==> config.mk <==
export PLATFORM = sky130hd
export DESIGN_NAME = deser
export DESIGN_NICKNAME = d
export VERILOG_FILES = /design/src/rtl/serdes_pkg.sv /design/src/rtl/deser_obuf.sv /design/src/rtl/deser.sv
export SDC_FILE = /design/constraint.sdc
export NUM_CORES = 1
export LEC_CHECK = 0
export ABC_AREA = 1
export CAP_MARGIN = 10
export CORE_UTILIZATION = 48
export CTS_BUF_LIST = sky130_fd_sc_hd__clkbuf_8
export DETAILED_ROUTE_END_ITERATION = 6
export PLACE_DENSITY = 0.78
export RECOVER_POWER = 100
export SYNTH_ARGS = -nofsm -noshare
export SYNTH_HDL_FRONTEND = slang
export SYNTH_HIERARCHICAL = 1
export SYNTH_SLANG_ARGS = --single-unit
==> constraint.sdc <==
create_clock -name clk -period 1.2 [get_ports clk]
set_input_delay 0.12 -clock clk [delete_from_list [all_inputs] [get_ports clk]]
set_output_delay 0.12 -clock clk [all_outputs]
set_load 0.05 [all_outputs]
==> src/rtl/serdes_pkg.sv <==
// rtl/serdes_pkg.sv - shared serializer/deserializer types
package serdes_pkg;

  typedef enum logic {
    IDLE   = 1'b0,
    ACTIVE = 1'b1
  } state_t;

endpackage

==> src/rtl/deser_obuf.sv <==
// rtl/deser_obuf.sv - single-entry output register with valid/ready and overflow pulse
module deser_obuf #(
  parameter int WORD_WIDTH = 8
) (
  input  logic                  clk,
  input  logic                  rst,
  input  logic                  load,
  input  logic [WORD_WIDTH-1:0] word,
  output logic [WORD_WIDTH-1:0] data,
  output logic                  valid,
  input  logic                  ready,
  output logic                  overflow
);

  // A held word is never overwritten; a word arriving into a full, stalled buffer is dropped.
  always_ff @(posedge clk or negedge rst) begin
    if (!rst) begin
      data     <= '0;
      valid    <= 1'b0;
      overflow <= 1'b0;
    end else begin
      overflow <= 1'b0;
      if (load) begin
        if (!valid || ready) begin
          data  <= word;
          valid <= 1'b1;
        end else begin
          overflow <= 1'b1;
        end
      end else if (ready) begin
        valid <= 1'b0;
      end
    end
  end

endmodule

==> src/rtl/deser.sv <==
// rtl/deser.sv - serial-to-parallel deserializer; DESER_LSB_FIRST_EN selects LSB-first bit order
import serdes_pkg::*;

module deser #(
  parameter int WORD_WIDTH = 8
) (
  input  logic                  clk,
  input  logic                  rst,
  input  logic                  sd,
  input  logic                  sen,
  input  logic                  sync,
  output logic [WORD_WIDTH-1:0] data,
  output logic                  valid,
  input  logic                  ready,
  output logic                  overflow
);

  localparam int CW = $clog2(WORD_WIDTH);
  localparam logic [CW-1:0] LAST = CW'(WORD_WIDTH - 1);

  state_t                state_q, state_d;
  logic [CW-1:0]         cnt_q, cnt_d;
  logic [WORD_WIDTH-1:0] shreg_q, shreg_d;
  logic [WORD_WIDTH-1:0] shifted;
  logic [WORD_WIDTH-1:0] seed;
  logic                  complete;

  // seed is the register image of a word whose first bit is the current sd.
`ifdef DESER_LSB_FIRST_EN
  assign shifted = {sd, shreg_q[WORD_WIDTH-1:1]};
  assign seed    = {sd, {(WORD_WIDTH-1){1'b0}}};
`else
  assign shifted = {shreg_q[WORD_WIDTH-2:0], sd};
  assign seed    = {{(WORD_WIDTH-1){1'b0}}, sd};
`endif

  always_ff @(posedge clk or negedge rst) begin
    if (!rst) begin
      state_q <= IDLE;
      cnt_q   <= '0;
      shreg_q <= '0;
    end else begin
      state_q <= state_d;
      cnt_q   <= cnt_d;
      shreg_q <= shreg_d;
    end
  end

  always_comb begin
    state_d  = state_q;
    cnt_d    = cnt_q;
    shreg_d  = shreg_q;
    complete = 1'b0;
    if (sen) begin
      if (sync || state_q == IDLE) begin
        state_d = ACTIVE;
        cnt_d   = CW'(1);
        shreg_d = seed;
      end else if (cnt_q == LAST) begin
        state_d  = IDLE;
        cnt_d    = '0;
        shreg_d  = shifted;
        complete = 1'b1;
      end else begin
        cnt_d   = cnt_q + CW'(1);
        shreg_d = shifted;
      end
    end
  end

  deser_obuf #(
    .WORD_WIDTH(WORD_WIDTH)
  ) u_obuf (
    .clk      (clk),
    .rst      (rst),
    .load     (complete),
    .word     (shifted),
    .data     (data),
    .valid    (valid),
    .ready    (ready),
    .overflow (overflow)
  );

endmodule

==> summary.md <==
The slowest stage of the critical path is the sky130_fd_sc_hd__dfrtp_1 cell. The first global-routing pass estimated 3360 µm of wire. The analysis attributes to cell leakage a power of 0.607 nW.

The largest single stage delay on the critical path is 0.41 ns. The tools report the worst flop-to-flop path endpoint as u_obuf/data[1]. Most common cell after layout, fill and taps aside: sky130_fd_sc_hd__nand2_1. The run gives -0.126 ns as the minimum setup slack in the final design. The number of buffers inserted during clock tree synthesis is 3, and the clock latency of the later-clocked register in the worst-skew pair is 0.26 ns. The run gives 0 as the post-route antenna net violation count.

The library cell used as clock root buffer was sky130_fd_sc_hd__clkbuf_8. The final reports fail on negative setup slack. The logs give 1780 µm² for the placeable core area and 21 for the CTS sink count. The aggregate routed wire length is 2060 µm, and the global placement routability congestion is 0.760. Signed area change from the synthesized netlist to the final layout: 28.8%. TritonCTS built the clock tree. The power density normalized to cell area works out to 1250 nW/µm².

The number of nets handed over by synthesis was 104. In this run the register-to-register setup slack is -0.13 ns. Max capacitance violation total: 0. The effective utilization at floorplan was 52.6%.

From bottom edge to top edge, the die measures 46.2 µm. The total die area was 2140 µm². After global routing the overflow that remains totals 0. The run finished, with violations left.

The via count of the first global-routing pass is 731. STA puts the critical path data arrival time at 1.48 ns. Broken down by cell family, the worst path's largest delay share belongs to flip-flops. Of all cell types, the one taking the most synthesized area is sky130_fd_sc_hd__dfrtp_1. The routed design could run at a clock period as short as 1.33 ns. Number of antenna violations at the first check in global routing: 0.

In this run, the number of DRC markers left after iteration 0 of detailed routing was 28. The worst setup path is captured at a flip-flop. In this run the critical register-to-register path is launched from cnt_q[1]. Summing the sequential cell areas from Yosys gives 56.0% of the chip area. In the routed layout, each cell is associated on average with a via count of 5.10. Counting the fill cells in the layout gives 144. For the utilization of the core after routing, the log shows 67.8%. Of the cells placed in the final design, the portion with a size suffix greater than 1 is 37.2%. The synthesized area per cell was 9.78 µm². The routed wire length per instance was 14.1 µm; the number of standard-cell rows in the floorplan was 15. The run gives 23.6% as the combined global-route utilization of all metal layers. In the layout the commonest cells are sky130_fd_sc_hd__nand2_1, sky130_fd_sc_hd__dfrtp_1, sky130_fd_sc_hd__clkbuf_2. The count of vias placed by the detailed router came out at 744. 0 antenna diodes ended up in the layout. For the worst slew slack as a fraction of its limit, the log shows 65.2%. The register clock-pin slew on the reported worst setup and hold paths is 0.07 ns, and the overall power is 1.51 mW. The min-delay analysis places its worst path in the category in2async. During placement, the flow inserted port buffers numbering 15. The buffering stage count on the worst path with inverters included was 1; the level count of the clock H-tree was 1. The number of hold buffers added after CTS was 0. Setup repair after global routing could not meet its margin everywhere. Counting along the longest clock path gives a buffer depth of 2. Yosys printed 6 warnings. For this design the top-level I/O count stands at 16. The worst setup path is launched from a flip-flop. For the clock skew after layout, the log shows 0.00398 ns. The synthesized design contains 21 register bits.

The hold violation total from the final report is 0. Ranked by total cell area, the synthesized netlist is headed by sky130_fd_sc_hd__dfrtp_1, sky130_fd_sc_hd__nand2_1, sky130_fd_sc_hd__nand3_2. Entering global routing, the biggest net connects 22 pins. Of all nets on the critical path, the largest fanout is 8. Gate count of the mapped netlist: 96. The number of different library cells in the post-synthesis netlist was 15. The run gives 1.36 ns as the data required time at the worst endpoint.

The path depth of the worst reg2reg path was 7. Based on the critical path, the design can be clocked at up to 754 MHz. After detailed routing, the number of remaining DRC violations is 0.

Traced cell by cell, the critical path runs through ha_4 > ha_4 > nand4_1 > inv_2 > nand2_4 > nand2_2 > nand2_2. The cell area that synthesis handed to floorplanning was 938 µm². The first detailed-routing pass took 4 iterations.

For the total of endpoints with negative setup slack in the final report, the log shows 10. The final worst-path cycle share came out at 111%. The critical path is of the reg2reg type. Die extent in x: 46.2 µm. The proportion of netlist area held by the largest area contributor is 56.0%.

The wire-length estimate of the detail-placed layout is 1360 µm. The worst setup slack before clock tree synthesis was -0.151 ns; the largest voltage drop on the vdd net was 0.000908 V. At the end of the flow, the number of nets in the layout was 130. The pin slew with the least headroom to its limit was 0.522 ns. The tools report the number of max-slew violations in the final report as 0.
## cells by family (layout without fill, tap and decap cells)
logic type / after synthesis / count (layout) / synth area share (%)
flops: 21 / 21 / 56.0
simple gates: 54 / 54 / 29.2
fa+ha+maj: 2 / 2 / 2.67
buf+inv: 10 / 35 / 7.33
compound gates: 9 / 9 / 4.80
## cell type report
class | count | area (µm²) | area share (%)
Sequential cell | 21 | 526 | 43.5
Multi-Input combinational cell | 65 | 392 | 32.4
Timing Repair Buffer | 24 | 185 | 15.3
Clock buffer | 3 | 41.3 | 3.42
Tap cell | 25 | 31.3 | 2.59
Inverter | 7 | 28.8 | 2.38
Clock inverter | 1 | 5.00 | 0.414
## per-stage QoR
stage                     instance area [µm²]  hold WS, ns  instances  TNS (ns)
after floorplan                           953       -0.176         96    -0.377
after global placement                   1240        0.482        140    -0.695
after detailed placement                 1240        0.490        140     -1.28
after CTS                                1330        0.212        147    -0.809
after global routing                     1210        0.416        146     -1.71
final                                    1210        0.365        146     -1.12
## where the power goes
part	total (mW)	switching (mW)	leakage [nW]	internal (mW)
combinational	0.255	0.164	0.301	0.0914
clock	0.456	0.225	0.0255	0.231
sequential	0.799	0.0445	0.280	0.755
## routing by layer
| metal | routed length [µm] | up-vias | GRT usage [%] |
|---|---|---|---|
| li1 | - | 351 | - |
| met1 | 831 | 358 | 29.2 |
| met2 | 1090 | 28 | 38.6 |
| met3 | 70 | 7 | 2.35 |
| met4 | 62 | 0 | 15.9 |
| met5 | 0 | - | 0 |
## registers in the layout, indices dropped and copies added (netlist names)
name,flops
state_q,1
u_obuf/overflow,1
cnt_q,3
shreg_q,7
u_obuf/data,8
u_obuf/valid,1
## timing repair
| action | CTS | global route |
|---|---|---|
| setup buffers | 3 | 0 |
| resized for setup | 7 | 9 |
| cloned | 0 | 0 |
| endpoints found under the setup margin | 10 | 11 |
| pin swaps | 12 | 11 |
## Yosys cell counts
master / number
sky130_fd_sc_hd__ha_1: 2
sky130_fd_sc_hd__nand3_2: 8
sky130_fd_sc_hd__nand2_1: 39
sky130_fd_sc_hd__o21ai_1: 6
sky130_fd_sc_hd__dfrtp_1: 21
sky130_fd_sc_hd__buf_12: 1
sky130_fd_sc_hd__inv_1: 6
sky130_fd_sc_hd__nand2_4: 2
sky130_fd_sc_hd__nand4_1: 1
sky130_fd_sc_hd__nor2_1: 2
sky130_fd_sc_hd__or2_1: 1
sky130_fd_sc_hd__o21ai_0: 3
sky130_fd_sc_hd__inv_2: 1
sky130_fd_sc_hd__nand3_1: 1
sky130_fd_sc_hd__buf_6: 2
## how the worst max path moves through the flow
stage	slack [ns]	startpoint	endpoint	cells past startpoint
global placement	-0.08	cnt_q[1]	u_obuf/data[7]	7
floorplan	-0.05	cnt_q[0]	u_obuf/data[0]	8
finish	-0.13	cnt_q[1]	u_obuf/data[1]	7
global route	-0.18	cnt_q[1]	u_obuf/data[4]	7
CTS	-0.09	cnt_q[0]	u_obuf/data[4]	7
detailed placement	-0.15	cnt_q[1]	u_obuf/data[4]	7
Note: power is estimated with default switching activity, not from simulation.
==> patch 1, RTL diff (same settings) <==
Put a register stage on the output `overflow`, without a reset. The value now appears one clock later. The other outputs are not delayed to match.
--- a/src/rtl/deser.sv
+++ b/src/rtl/deser.sv
@@ -17,6 +17,8 @@
 
   localparam int CW = $clog2(WORD_WIDTH);
   localparam logic [CW-1:0] LAST = CW'(WORD_WIDTH - 1);
+
+  logic overflow_d;
 
   state_t                state_q, state_d;
   logic [CW-1:0]         cnt_q, cnt_d;
@@ -78,8 +80,12 @@
     .data     (data),
     .valid    (valid),
     .ready    (ready),
-    .overflow (overflow)
+    .overflow (overflow_d)
   );
+
+  always_ff @(posedge clk) begin
+    overflow <= overflow_d;
+  end
 
 endmodule
 
Check against the original RTL: same outputs for any inputs over 10 cycles, from zero or initial values and one cycle with rst low; that may be too few to reach the edited logic, so the function may still have changed.
==> patch 1 against the unedited design <==
The flow still finishes with violations (setup timing); fmax fell by 2.6%; via count rose by 1.5%; power rose by 0.82%; first-iteration DRC count fell by 3.6%; count of clock-buffer cells in the layout did not move; combinational power fell by 4%; sequential cell count rose by 1; largest cell class unchanged; synthesized cell count rose by 1.0%; critical path depth did not move; setup slack got worse by 0.035 ns; area after synthesis rose by 2.1%; cell area rose by 6.6%; routed wire length fell by 0.88%; final cell count rose by 1.4%.
==> patch 1: results (changes against the unedited design) <==
[global_routing]
grt_util_all_layers = 0.2204  ; -0.01557
grt_pass1_wl_um = 3153  ; -6.2%

[detailed_routing]
m1WireLength_um = 803  ; -3.4%
dr_wl_met3_um = 83  ; +19%
wl_met2_um = 1068  ; -2.2%
wl_per_cell_um = 13.78  ; -2.2%

[placement]
dp.final_hpwl_um = 1249  ; -8.2%
placed_cell_area_um2 = 1277  ; +2.6%
place.port_buffers = 15  ; unchanged
gp_congestion = 0.7449  ; -2.0%

[synth]
synth-seq-area-share = 0.5692  ; +0.009191
ys_types = 16  ; +1
async_flop_share = 0.9545  ; -0.04545
synth_area_leaders = dfrtp_1, nand2_1, nand3_2

[finish]
drive_gt1_frac = 0.3496  ; -0.02231
nets = 132  ; +1.5%

[pwr]
ir_worst_vdd_v = 0.001129  ; +24%
p_leak_nw = 0.6403  ; +5.5%

[timing]
setup_violations = 10  ; unchanged
setup_ws_ns = -0.1609  ; -0.03473 ns
fin_skew_ns = 0.005741  ; +0.001764 ns
relSlewSlack = 0.6622  ; +0.01022
setup_tns_ns = -1.466  ; -0.3444 ns

[status]
outcome = finished, violations left
violations = setup timing

[worst_hold_path]
hold_path_class = register to register

[setup_path]
crit_family = simple AND/OR/NAND/NOR gates
arrival_ns = 1.51  ; +0.03 ns
max_stage_delay_ns = 0.37  ; -0.04 ns

-- patch 1: path summary, 6_finish.rpt --
check | from | to | slack (ns) | cells after the start
max in group asynchronous | rst | shreg_q[4] | 0.48 | 2
max reg2reg | cnt_q[1] | u_obuf/data[6] | -0.16 | 7
min | u_obuf/overflow | overflow | 0.35 | 0
min in group asynchronous | rst | u_obuf/data[5] | 0.37 | 2
min reg2reg | u_obuf/overflow | overflow | 0.35 | 0
max | cnt_q[1] | u_obuf/data[6] | -0.16 | 7
-- patch 1: cell type report --
class	count	area, um2
multi-input combinational	65	371.6
clock inverter	1	3.754
inverter	7	26.28
timing repair buffer	25	269.0
tap	25	31.28
sequential	22	545.5
fill	135	513.0
clock buffer	3	41.29
-- patch 1: power by group --
| group | leakage (nW) | total (mW) | internal, mW | switching, mW |
|---|---|---|---|---|
| logic | 0.325 | 0.246 | 0.0908 | 0.156 |
| registers | 0.288 | 0.827 | 0.788 | 0.0394 |
| clock network | 0.0269 | 0.449 | 0.228 | 0.221 |
| total | 0.640 | 1.52 | 1.11 | 0.416 |
-- patch 1: kinds of logic after synthesis --
kind of cell | after synthesis | share of synthesized area
simple gates | 54 | 0.2859
compound gates | 9 | 0.04699
fa+ha+maj | 2 | 0.02611
buf+inv | 10 | 0.07180
flops | 22 | 0.5692
-- patch 1: worst reg2reg max path, stage by stage (launching register included) --
cell and delay [ns]:
dfrtp_1 0.37, ha_2 0.19, ha_4 0.12, nand4_1 0.14, inv_2 0.19, nand2_4 0.11, nand2_2 0.08, nand2_1 0.05
-- patch 1: per-layer routing --
| layer | vias to the layer above | GRT usage |
|---|---|---|
| met1 | 357 | 0.2450 |
| met5 | - | 0 |
| met3 | 9 | 0.03529 |
| met4 | 0 | 0.1200 |
| met2 | 32 | 0.3944 |
| li1 | 357 | - |
-- patch 1: timing repair --
| item | CTS | global route |
|---|---|---|
| cloned | 0 | 0 |
| gates resized for setup | 8 | 4 |
| setup endpoints to repair | 10 | 12 |
| pin swaps | 9 | 6 |
| setup buffers | 3 | 2 |
-- patch 1: metrics by stage --
step / hold WS, ns / cells / setup slack (ns)
after global routing: 0.3548 / 148 / -0.2492
after CTS: 0.2345 / 148 / -0.08888
after detailed placement: 0.3365 / 141 / -0.1371
final: 0.3503 / 148 / -0.1609
after floorplan: -0.1756 / 97 / -0.04707
after global placement: 0.3260 / 141 / -0.08013
==> patch 2, RTL diff (config.mk and constraints unchanged) <==
Without the edit above. `WORD_WIDTH` is set to 8 in 2 places; all go to 32.
--- a/src/rtl/deser_obuf.sv
+++ b/src/rtl/deser_obuf.sv
@@ -1,6 +1,6 @@
 // rtl/deser_obuf.sv - single-entry output register with valid/ready and overflow pulse
 module deser_obuf #(
-  parameter int WORD_WIDTH = 8
+  parameter int WORD_WIDTH = 32
 ) (
   input  logic                  clk,
   input  logic                  rst,
--- a/src/rtl/deser.sv
+++ b/src/rtl/deser.sv
@@ -2,7 +2,7 @@
 import serdes_pkg::*;
 
 module deser #(
-  parameter int WORD_WIDTH = 8
+  parameter int WORD_WIDTH = 32
 ) (
   input  logic                  clk,
   input  logic                  rst,
Ports: changed (resized data); port bits go from 16 to 40. No check against the original RTL was run, so the function may have changed too.
==> patch 2 against the unedited design <==
Area after synthesis increased to 3.0 times the old value; count of clock-buffer cells in the layout increased by 11; cell area increased to 2.9 times the old value; routed wire length increased to 2.9 times the old value; setup slack got worse by 0.21 ns; the run still ends with setup timing left; power increased to 3.1 times the old value; sequential cell count increased by 50; first-iteration DRC count increased to 6.2 times the old value.
==> patch 2: results (changes against the unedited design) <==
[pwr]
p_int_mw = 3.754  ; +250%
ir_worst_vdd_v = 0.0006729  ; -26%
p_leak_nw = 1.842  ; +200%

[finish]
drive_gt1_frac = 0.2711  ; -0.1008
top_regs = u_obuf/data: 32 flops, shreg_q: 31 flops, cnt_q: 5 flops
nets = 346  ; +170%
fill_cells = 446  ; +210%
num_antenna_cells = 0  ; unchanged

[detailed_routing]
drtIter0Drc = 173  ; +520%
wl_met2_um = 3108  ; +180%
wl_per_cell_um = 14.58  ; +3.5%
drt_pre_antenna_iters = 4  ; unchanged
dr_wl_met3_um = 344  ; +390%
vias_per_cell = 5.166  ; +1.4%
top_layer = met4
m1WireLength_um = 2447  ; +190%

[synth]
yosysTopAreaCell = dfrtp_1
synthTopCellsByCount = dfrtp_1, nand2_1, inv_1, nand3_1, o22ai_1
syn-num-nets = 295  ; +180%
synth-seq-area-share = 0.6264  ; +0.06638
synth_edf_count = 0  ; unchanged
ys_warn_count = 6  ; unchanged
ys_types = 18  ; +3
synth_area_leaders = dfrtp_1, nand2_1, o22ai_1
async_flop_share = 1.000  ; unchanged

[status]
outcome = finished, violations left
violations = setup timing

[placement]
place.port_buffers = 39  ; +24
dp.final_hpwl_um = 4023  ; +200%
gp_congestion = 0.7371  ; -3.0%

[clock_tree]
cts_resized = 6  ; -1
clkSlewWorstSetupHoldPaths_ns = 0.07  ; about the same
cts_htree_levels = 3  ; +2
cts_buffers = 9  ; +6
cts_setup_buffers = 0  ; -3
cts_hold_buffers = 1  ; +1
clock_path_buffers = 2  ; unchanged
cts_root_buf = clkbuf_8
insertion_delay_ns = 0.34  ; +0.08 ns

[global_routing]
grt_pass1_wl_um = 10230  ; +200%
grt_pass1_vias = 2128  ; +190%
grt_util_all_layers = 0.2212  ; -0.01473
grt_max_degree = 38  ; +73%
grt_antenna_before_repair = 0  ; unchanged

[timing]
setup_violations = 40  ; +30
setup_ws_ns = -0.3368  ; -0.2106 ns
fin_skew_ns = 0.003757  ; -0.0002201 ns
hold-worst-slack_ns = 0.2537  ; -0.1109 ns
relSlewSlack = 0.7185  ; +0.06657
setup_tns_ns = -11.78  ; -10.66 ns

[setup_path]
crit_start = cnt_q[1]
cp_max_fo = 17  ; +9
arrival_ns = 1.77  ; +0.29 ns
cp-endpoint = u_obuf/data[16]
r2r_cells = 9  ; +2

[worst_hold_path]
hold_path_class = input pin to asynchronous set/reset pin

[patch 2: worst max-delay path, stage by stage (launching register included)]
cell	delay, ns
dfrtp_1	0.37
ha_2	0.19
and3_4	0.19
ha_4	0.12
inv_2	0.05
nor2_4	0.14
nand2_4	0.09
buf_12	0.16
nand2_1	0.06
nand2_1	0.05
[patch 2: layer usage]
layer | global-route usage | vias to the layer above
met1 | 0.2640 | 1028
met4 | 0.09636 | 0
met2 | 0.3704 | 78
li1 | - | 1018
met5 | 0 | -
met3 | 0.06782 | 20
[patch 2: layout make-up]
cell class	count	area (um2)	area share
Sequential cell	71	1777	0.5108
Multi-Input combinational cell	161	840.8	0.2417
Timing Repair Buffer	57	400.4	0.1151
Clock buffer	14	192.7	0.05540
Inverter	38	142.6	0.04101
Tap cell	72	90.09	0.02590
Clock inverter	2	35.03	0.01007
[patch 2: through the flow]
stage                       util  instance area [um2]  total power [mW]  setup WS [ns]  cells
after floorplan                -                 2875             2.604        -0.3366    287
after global placement    0.6651                 3730             2.723        -0.3178    398
after detailed placement  0.6651                 3730             2.733        -0.3977    398
after CTS                 0.7120                 3993             4.805        -0.3398    415
after global routing      0.6203                 3478             4.923        -0.4148    415
final                     0.6203                 3478             4.747        -0.3368    415
[patch 2: power groups by stage]
stage               sequential (mW)  combinational, mW  clock [mW]
global route                   2.45              0.256        2.21
floorplan                      2.50              0.107           0
detailed placement             2.50              0.236           0
global placement               2.50              0.226           0
finish                         2.45              0.232        2.06
CTS                            2.45              0.245        2.11
[patch 2: logic make-up after synthesis]
kind of cell    count (synthesis)  synth area share
buf+inv                        55           0.09351
compound gates                 32           0.06970
flops                          71            0.6264
xor+xnor                        1          0.003088
fa+ha+maj                       2          0.008821
simple gates                  126            0.1985
